File: config.mk
export PLATFORM = sky130hd
export DESIGN_NAME = shift_sequencer
export DESIGN_NICKNAME = d
export VERILOG_FILES = /design/src/rtl/shift_pkg.sv /design/src/rtl/shift_step_unit.sv /design/src/rtl/shift_sequencer.sv
export SDC_FILE = /design/constraint.sdc
export NUM_CORES = 1
export LEC_CHECK = 0
export BUFFER_PORTS_ARGS = -buffer_cell sky130_fd_sc_hd__buf_2
export CAP_MARGIN = 15
export CORE_MARGIN = 2
export CORE_UTILIZATION = 56
export CTS_BUF_LIST = sky130_fd_sc_hd__clkbuf_8
export CTS_CLUSTER_DIAMETER = 150
export CTS_CLUSTER_SIZE = 30
export DETAILED_ROUTE_END_ITERATION = 6
export GPL_TIMING_DRIVEN = 0
export MAX_ROUTING_LAYER = met4
export PLACE_DENSITY = 0.87
export REMOVE_ABC_BUFFERS = 1
export SLEW_MARGIN = 20
export SYNTH_ARGS = -nofsm -noshare
export SYNTH_HDL_FRONTEND = slang
export SYNTH_SLANG_ARGS = --single-unit
export TNS_END_PERCENT = 100
File: constraint.sdc
create_clock -name clk -period 2.8 [get_ports clk]
set_input_delay 0.84 -clock clk [delete_from_list [all_inputs] [get_ports clk]]
set_output_delay 0.84 -clock clk [all_outputs]
set_load 0.01 [all_outputs]
File: src/rtl/shift_pkg.sv
// Shared definitions for the shift sequencer: function codes, FSM states and
// bit positions of the {s,z,c,v} condition code.
package shift_pkg;

  typedef enum logic [1:0] {
    IDLE = 2'd0,
    RUN  = 2'd1,
    DONE = 2'd2
  } state_t;

  localparam logic [3:0] F_SLL = 4'b1000;
  localparam logic [3:0] F_SLR = 4'b1001;
  localparam logic [3:0] F_SRL = 4'b1010;
  localparam logic [3:0] F_SRA = 4'b1011;

  localparam int CODE_S = 3;
  localparam int CODE_Z = 2;
  localparam int CODE_C = 1;
  localparam int CODE_V = 0;

  function automatic logic is_legal(input logic [3:0] f);
    return (f & 4'b1100) == 4'b1000;
  endfunction

endpackage

File: src/rtl/shift_step_unit.sv
// Combinational single-pass shifter: moves 'in' by k (0..STEP_MAX) positions
// through a binary-weighted mux chain and reports the last bit out and overflow.
module shift_step_unit
  import shift_pkg::*;
#(
  parameter int STEP_MAX = 8,
  parameter int WIDTH    = 16,
  localparam int KW      = $clog2(STEP_MAX) + 1
) (
  input  logic [3:0]       fcode,
  input  logic [KW-1:0]    k,
  input  logic [WIDTH-1:0] in,
  output logic [WIDTH-1:0] out,
  output logic             cout,
  output logic             vstep
);

  logic [WIDTH-1:0] data;
  logic [WIDTH-1:0] mask;
  logic             left;

  always_comb begin
    data = in;
    for (int s = 0; s < KW; s++) begin
      if (k[s]) begin
        case (fcode)
          F_SLL:   data = data << (1 << s);
          F_SRL:   data = data >> (1 << s);
          F_SRA:   data = $unsigned($signed(data) >>> (1 << s));
          F_SLR:   data = (data << (1 << s)) | (data >> (WIDTH - (1 << s)));
          default: data = data;
        endcase
      end
    end
    out = data;
  end

  // Last bit leaving the word: in[WIDTH-k] for left moves, in[k-1] for right.
  always_comb begin
    left = (fcode == F_SLL) || (fcode == F_SLR);
    cout = 1'b0;
    for (int i = 1; i <= STEP_MAX; i++) begin
      if (int'(k) == i) cout = left ? in[WIDTH-i] : in[i-1];
    end
  end

  // Overflow: the top k+1 bits are not all equal, so bit 15 flips during the pass.
  always_comb begin
    mask = '0;
    for (int j = 0; j < WIDTH; j++) begin
      mask[j] = (j >= WIDTH - 1 - int'(k));
    end
    vstep = ((in & mask) != '0) && ((in & mask) != mask);
  end

endmodule

File: src/rtl/shift_sequencer.sv
// Multi-pass shift controller: accepts one request, runs the step unit until the
// amount is consumed (first pass on the accept edge) and holds the response.
module shift_sequencer
  import shift_pkg::*;
#(
  parameter int STEP_MAX = 8,
  parameter int WIDTH    = 16
) (
  input  logic             clk,
  input  logic             rst,
  input  logic             req_valid,
  output logic             req_ready,
  input  logic [3:0]       req_fcode,
  input  logic [4:0]       req_shift,
  input  logic [WIDTH-1:0] req_in,
  output logic             resp_valid,
  input  logic             resp_ready,
  output logic [WIDTH-1:0] result,
  output logic [3:0]       code,
  output logic             err,
  output state_t           dbg_state
);

  localparam int KW = $clog2(STEP_MAX) + 1;
  localparam logic [4:0] STEP_MAX_W = 5'(STEP_MAX);

  // Handshakes: a transfer happens on a rising edge where valid and ready are
  // both high; valid, once raised, holds with its payload stable until taken.
  state_t           state;
  logic [3:0]       fcode_q;
  logic [4:0]       rem;
  logic [WIDTH-1:0] work;
  logic             c_q, v_q;

  logic             accept, advance;
  logic [3:0]       step_fcode;
  logic [4:0]       step_rem, rem_next;
  logic [WIDTH-1:0] step_in, step_out;
  logic [KW-1:0]    k;
  logic             step_cout, step_v, c_new, v_new;
  logic [3:0]       code_n;

  assign req_ready = (state == IDLE) && !rst;
  assign accept    = req_valid && req_ready;
  assign result    = work;
  assign dbg_state = state;

  // While idle the step unit works directly on the request fields.
  assign step_fcode = (state == IDLE) ? req_fcode : fcode_q;
  assign step_rem   = (state == IDLE) ? req_shift : rem;
  assign step_in    = (state == IDLE) ? req_in    : work;
  assign k          = (step_rem > STEP_MAX_W) ? KW'(STEP_MAX) : KW'(step_rem);
  assign rem_next   = step_rem - 5'(k);
  assign advance    = (state == RUN) || (accept && is_legal(req_fcode));

  shift_step_unit #(
    .STEP_MAX (STEP_MAX),
    .WIDTH    (WIDTH)
  ) u_step (
    .fcode (step_fcode),
    .k     (k),
    .in    (step_in),
    .out   (step_out),
    .cout  (step_cout),
    .vstep (step_v)
  );

  assign c_new = (k != '0) && step_cout;
  assign v_new = ((state == RUN) && v_q) || ((step_fcode == F_SLL) && step_v);

  always_comb begin
    code_n         = '0;
    code_n[CODE_S] = step_out[WIDTH-1];
    code_n[CODE_Z] = (step_out == '0);
    code_n[CODE_C] = c_new;
    code_n[CODE_V] = v_new;
  end

  always_ff @(posedge clk or posedge rst) begin
    if (rst) begin
      state      <= IDLE;
      fcode_q    <= '0;
      rem        <= '0;
      work       <= '0;
      c_q        <= 1'b0;
      v_q        <= 1'b0;
      resp_valid <= 1'b0;
      code       <= '0;
      err        <= 1'b0;
    end else begin
      case (state)
        IDLE: begin
          if (accept) begin
            fcode_q <= req_fcode;
            err     <= !is_legal(req_fcode);
            if (!is_legal(req_fcode)) begin
              work       <= req_in;
              code       <= '0;
              resp_valid <= 1'b1;
              state      <= DONE;
            end
          end
        end
        DONE: begin
          if (resp_ready) begin
            resp_valid <= 1'b0;
            state      <= IDLE;
          end
        end
        default: ;
      endcase
      if (advance) begin
        work <= step_out;
        rem  <= rem_next;
        c_q  <= c_new;
        v_q  <= v_new;
        if (rem_next == '0) begin
          code       <= code_n;
          resp_valid <= 1'b1;
          state      <= DONE;
        end else begin
          state <= RUN;
        end
      end
    end
  end

endmodule
==> results.yml, run 1 <==
grt:
  grtUsageTotal: 0.8607
  grt_max_degree: 35
  grt_overflow: 124
synthesis:
  synth_top_cell_by_area: "dfrtp_1"
  syn_avg_cell_area_um2: 7.497
  synth-edff-count: 0
  synth_top_area_share: 0.1911
  synthCells: 594
  synth_area_leaders: "dfrtp_1 (19%), mux2i_1 (10%), nand2_1 (6.9%)"
  synth_cell_type_count: 80
  synth.ff_latch_count: 34
  yosys_warnings: 0
  async_flop_share: 1.000
  synth_ff_type: "dfrtp_1"
  ys_seq_area_frac: 0.1911
  syn-cell-area_um2: 4453
placed_design:
  io_buffers: 53
  gp_congestion: 1.059
  dpl_worst_slack_ns: -2.095
  dp_hpwl_um: 12750
clock_network:
  cts_made_buffers: 5
  cts.path.max_buffers: 2
  htreeDepth: 2
  numClockSinks: 34
  root_buffer: "clkbuf_8"
  holdBufCountCts: 0
die:
  die_w_um: 93.17
  num_rows: 32
  ios: 54
  dieHeight_um: 93.17
  start_util: 0.5763
outcome:
  error_line: "[ERROR GRT-0232] Routing congestion too high. Check the congestion heatmap in the GUI."
  outcome: "aborted with a tool error"
  stop_stage: "global routing"
kinds of logic after synthesis:
| kind of cell | share of synthesized area |
|---|---|
| compound gates | 0.3403 |
| simple gates | 0.2214 |
| mux | 0.1683 |
| buf+inv | 0.07108 |
| flops | 0.1911 |
| fa+ha+maj | 0.005057 |
| other cells | 0.0008421 |
| xor+xnor | 0.001967 |
repair_timing:
action                                  4_1_cts
cloned                                       11
endpoints found under the setup margin       26
pin swaps                                    40
buffers inserted                             72
gates resized for setup                     169
synth_stat cells (all sizes together), types with 4 or more instances:
cell	instances
o22ai	7
mux2	21
nor2	38
mux2i	47
nor4	6
dfrtp	34
o32ai	4
nor3	19
buf	34
clkbuf	21
a31oi	28
o21ai	51
a21oi	43
o211ai	13
nor2b	9
o31ai	8
nand4	5
o221ai	10
a22oi	6
and2	5
nand2	83
o2111ai	4
inv	4
a211oi	19
a2111oi	4
nand3	20
per-stage QoR:
| step | TNS [ns] | area, um^2 | hold slack, ns | util | std cells |
|---|---|---|---|---|---|
| 2_1_floorplan | -35.91 | 4151 | 0.4393 | - | 539 |
| 3_3_place_gp | -83.92 | 4544 | 0.4574 | 0.5881 | 694 |
| 3_5_place_dp | -38.51 | 4651 | 0.4666 | 0.6018 | 698 |
| 4_1_cts | -6.114 | 6230 | 0.4850 | 0.8062 | 789 |
layer usage:
layer | overflow | track usage
met1 | 4 | 0.8505
met3 | 7 | 0.6833
met4 | 60 | 0.9105
met5 | - | -
met2 | 53 | 0.9813
==> run 2: changes to the inputs <==
--- a/config.mk
+++ b/config.mk
@@ -8,14 +8,10 @@
 export BUFFER_PORTS_ARGS = -buffer_cell sky130_fd_sc_hd__buf_2
 export CAP_MARGIN = 15
 export CORE_MARGIN = 2
-export CORE_UTILIZATION = 56
-export CTS_BUF_LIST = sky130_fd_sc_hd__clkbuf_8
-export CTS_CLUSTER_DIAMETER = 150
-export CTS_CLUSTER_SIZE = 30
+export CORE_UTILIZATION = 40
 export DETAILED_ROUTE_END_ITERATION = 6
 export GPL_TIMING_DRIVEN = 0
-export MAX_ROUTING_LAYER = met4
-export PLACE_DENSITY = 0.87
+export PLACE_DENSITY_LB_ADDON = 0.15
 export REMOVE_ABC_BUFFERS = 1
 export SLEW_MARGIN = 20
 export SYNTH_ARGS = -nofsm -noshare
==> constraint.sdc (replaced) <==
create_clock -name clk -period 3.6 [get_ports clk]
set_input_delay 1.08 -clock clk [delete_from_list [all_inputs] [get_ports clk]]
set_output_delay 1.08 -clock clk [all_outputs]
set_load 0.01 [all_outputs]
==> run 2 against run 1 <==
Effect of this change:
- the flow now finishes, with violations (setup timing)
- synthesized area stayed put
- synthesized cell count stayed put
==> results.yml, run 2 <==
outcome:
  outcome: "finished, violations left"
  violations: "setup timing"
critical_path:
  max_stage_delay_ns: 0.59
  start_kind: "input port"
  critPathRequiredTime_ns: 3.79
  worstPathBufferInverterCount: 1
  critPathTopFamily: "compound AO/OA/AOI/OAI gates"
  path_cells: "buf_2 > a21oi_4 > nand2_2 > a2111oi_4 > a211oi_2 > o32ai_2 > nor4_2 > nand3b_1 > o21ai_1"
  crit_slowest_cell: "a21oi_4"
  criticalPathCategory: "input port to register"
  endpoint_kind: "register"
  crit_fanout: 25
  cp.arrival_ns: 3.81
route:
  viasPerCell: 7.197
  dr.first_iter.drc_count: 895
  avgRoutedWirePerCell_um: 25.71
  drc: 0
  num_vias: 5650
  drt_wl_total_um: 20180
  drt_pass1_iterations: 6
  ant_nets: 0
clock_network:
  holdBufCountCts: 0
  cts.path.max_buffers: 2
  cts_tree: "done"
  root_buffer: "clkbuf_8"
  clk_pin_slew_ns: 0.08
  numClockSinks: 34
  htreeDepth: 2
  clk_latency_ns: 0.31
  cts_made_buffers: 5
synthesis:
  synth_top_area_share: 0.1911
  yosys_warnings: 0
  synth_area_leaders: "dfrtp_1 (19%), mux2i_1 (10%), nand2_1 (6.9%)"
  synth_top_cell_by_area: "dfrtp_1"
  synthCells: 594
  synth.ff_latch_count: 34
  ys_seq_area_frac: 0.1911
  async_flop_share: 1.000
  synthTopCellsByCount: "nand2_1 (82), mux2i_1 (45), o21ai_0 (44)"
  syn-cell-area_um2: 4453
  synth_ff_type: "dfrtp_1"
  syn_avg_cell_area_um2: 7.497
  synth-edff-count: 0
  synth_most_common_cell: "nand2_1"
  synth_cell_type_count: 80
run:
  drv_cap: 0
timing:
  hold_violations: 0
  finalClockSkew_ns: 0.01415
  worst_slack_ns: -0.01689
  fin_crit_ns: 3.617
  setup_tns_ns: -0.02733
  max_freq_mhz: 276.5
  worstMarginPinSlew_ns: 0.8835
  rsz0062_at_grt: "true"
  report.final.slew_viol_count: 0
  period_share: 1.005
  setup_viol: 2
  slew_headroom: 0.4110
layout:
  drive_above_1_share: 0.3302
  layout_commonest_cell: "nand2_1"
  finalInstanceArea_um2: 5582
  final_cell_mix: "nand2_1 (76), buf_2 (53), o21ai_0 (37), mux2i_1 (37), a21oi_1 (36)"
  nets: 675
  diodes: 0
  syn_to_final_growth_pct: 25.34
  largest_register_ff_count: 16
grt:
  grt_max_degree: 35
  grt_overflow: 0
  grtUsageTotal: 0.3384
  grt_pass1_wl_um: 30860
  grt_antenna_before_repair: 0
  grt_pass1_vias: 5286
die:
  start_util: 0.4108
  die_w_um: 109.5
  coreArea_um2: 10840
  ios: 54
  dieHeight_um: 109.5
  dieArea_um2: 11990
  num_rows: 38
placed_design:
  gp_congestion: 1.025
  dpl-instance-area_um2: 4715
  io_buffers: 53
  dpl_worst_slack_ns: -1.561
  dp_hpwl_um: 12760
min_path:
  hold_class: "register to register"
run 2: cell type report:
class | instances | area [um^2]
Clock inverter | 2 | 15.01
Clock buffer | 5 | 68.82
Sequential cell | 34 | 854.6
Timing Repair Buffer | 92 | 664.4
Tap cell | 140 | 175.2
Fill cell | 1071 | 5259
Inverter | 4 | 15.01
Multi-Input combinational cell | 508 | 3789
run 2: worst paths after layout:
path                               from      endpoint  slack (ns)  cells past startpoint
max                        req_fcode[1]       code[2]       -0.02                      9
min                              rem[1]        rem[1]        0.49                      2
max reg2reg                dbg_state[0]       code[2]        0.03                     10
min reg2reg                      rem[1]        rem[1]        0.49                      2
max in group asynchronous           rst  dbg_state[0]        2.17                      2
min in group asynchronous           rst           err        0.91                      2
run 2: layer usage:
metal / track usage / vias up / part of all wire
li1: - / 2404 / -
met1: 0.4484 / 2639 / 0.38
met4: 0.1519 / 0 / 0.059
met3: 0.08477 / 119 / 0.13
met2: 0.5176 / 488 / 0.43
met5: 0 / - / 0
run 2: cells by family (layout without fill, tap and decap cells):
family / after synthesis / count (layout) / share of synthesized area
AOI/OAI and AO/OA: 223 / 225 / 0.3403
xor gates and xnor gates: 1 / 1 / 0.001967
adders and majority gates: 2 / 2 / 0.005057
buffers and inverters: 59 / 103 / 0.07108
DFF: 34 / 34 / 0.1911
muxes: 69 / 71 / 0.1683
other: 1 / 1 / 0.0008421
and+or+nand+nor: 205 / 208 / 0.2214
run 2: metrics by stage:
step                hold WS (ns)  instances  utilization
global route              0.5108        785       0.5149
floorplan                 0.4393        539            -
finish                    0.4863        785       0.5149
CTS                       0.4862        765       0.4836
detailed placement        0.4640        737       0.4349
global placement          0.4622        732       0.4236
run 2: tightest hold or removal path: stages (launching register included):
cell	delay [ns]
dfrtp_1	0.35
nand2_1	0.05
nand2_1	0.06
run 2: what timing repair did:
action                                  4_1_cts  5_1_grt
pin swaps                                     9       13
endpoints found under the setup margin       21       11
setup buffers                                14       19
cloned                                        7        1
gates resized for setup                      51       38
Power of run 2 is not shown: default switching activity piles up to over one toggle a cycle in this logic, so the estimate is an artifact.
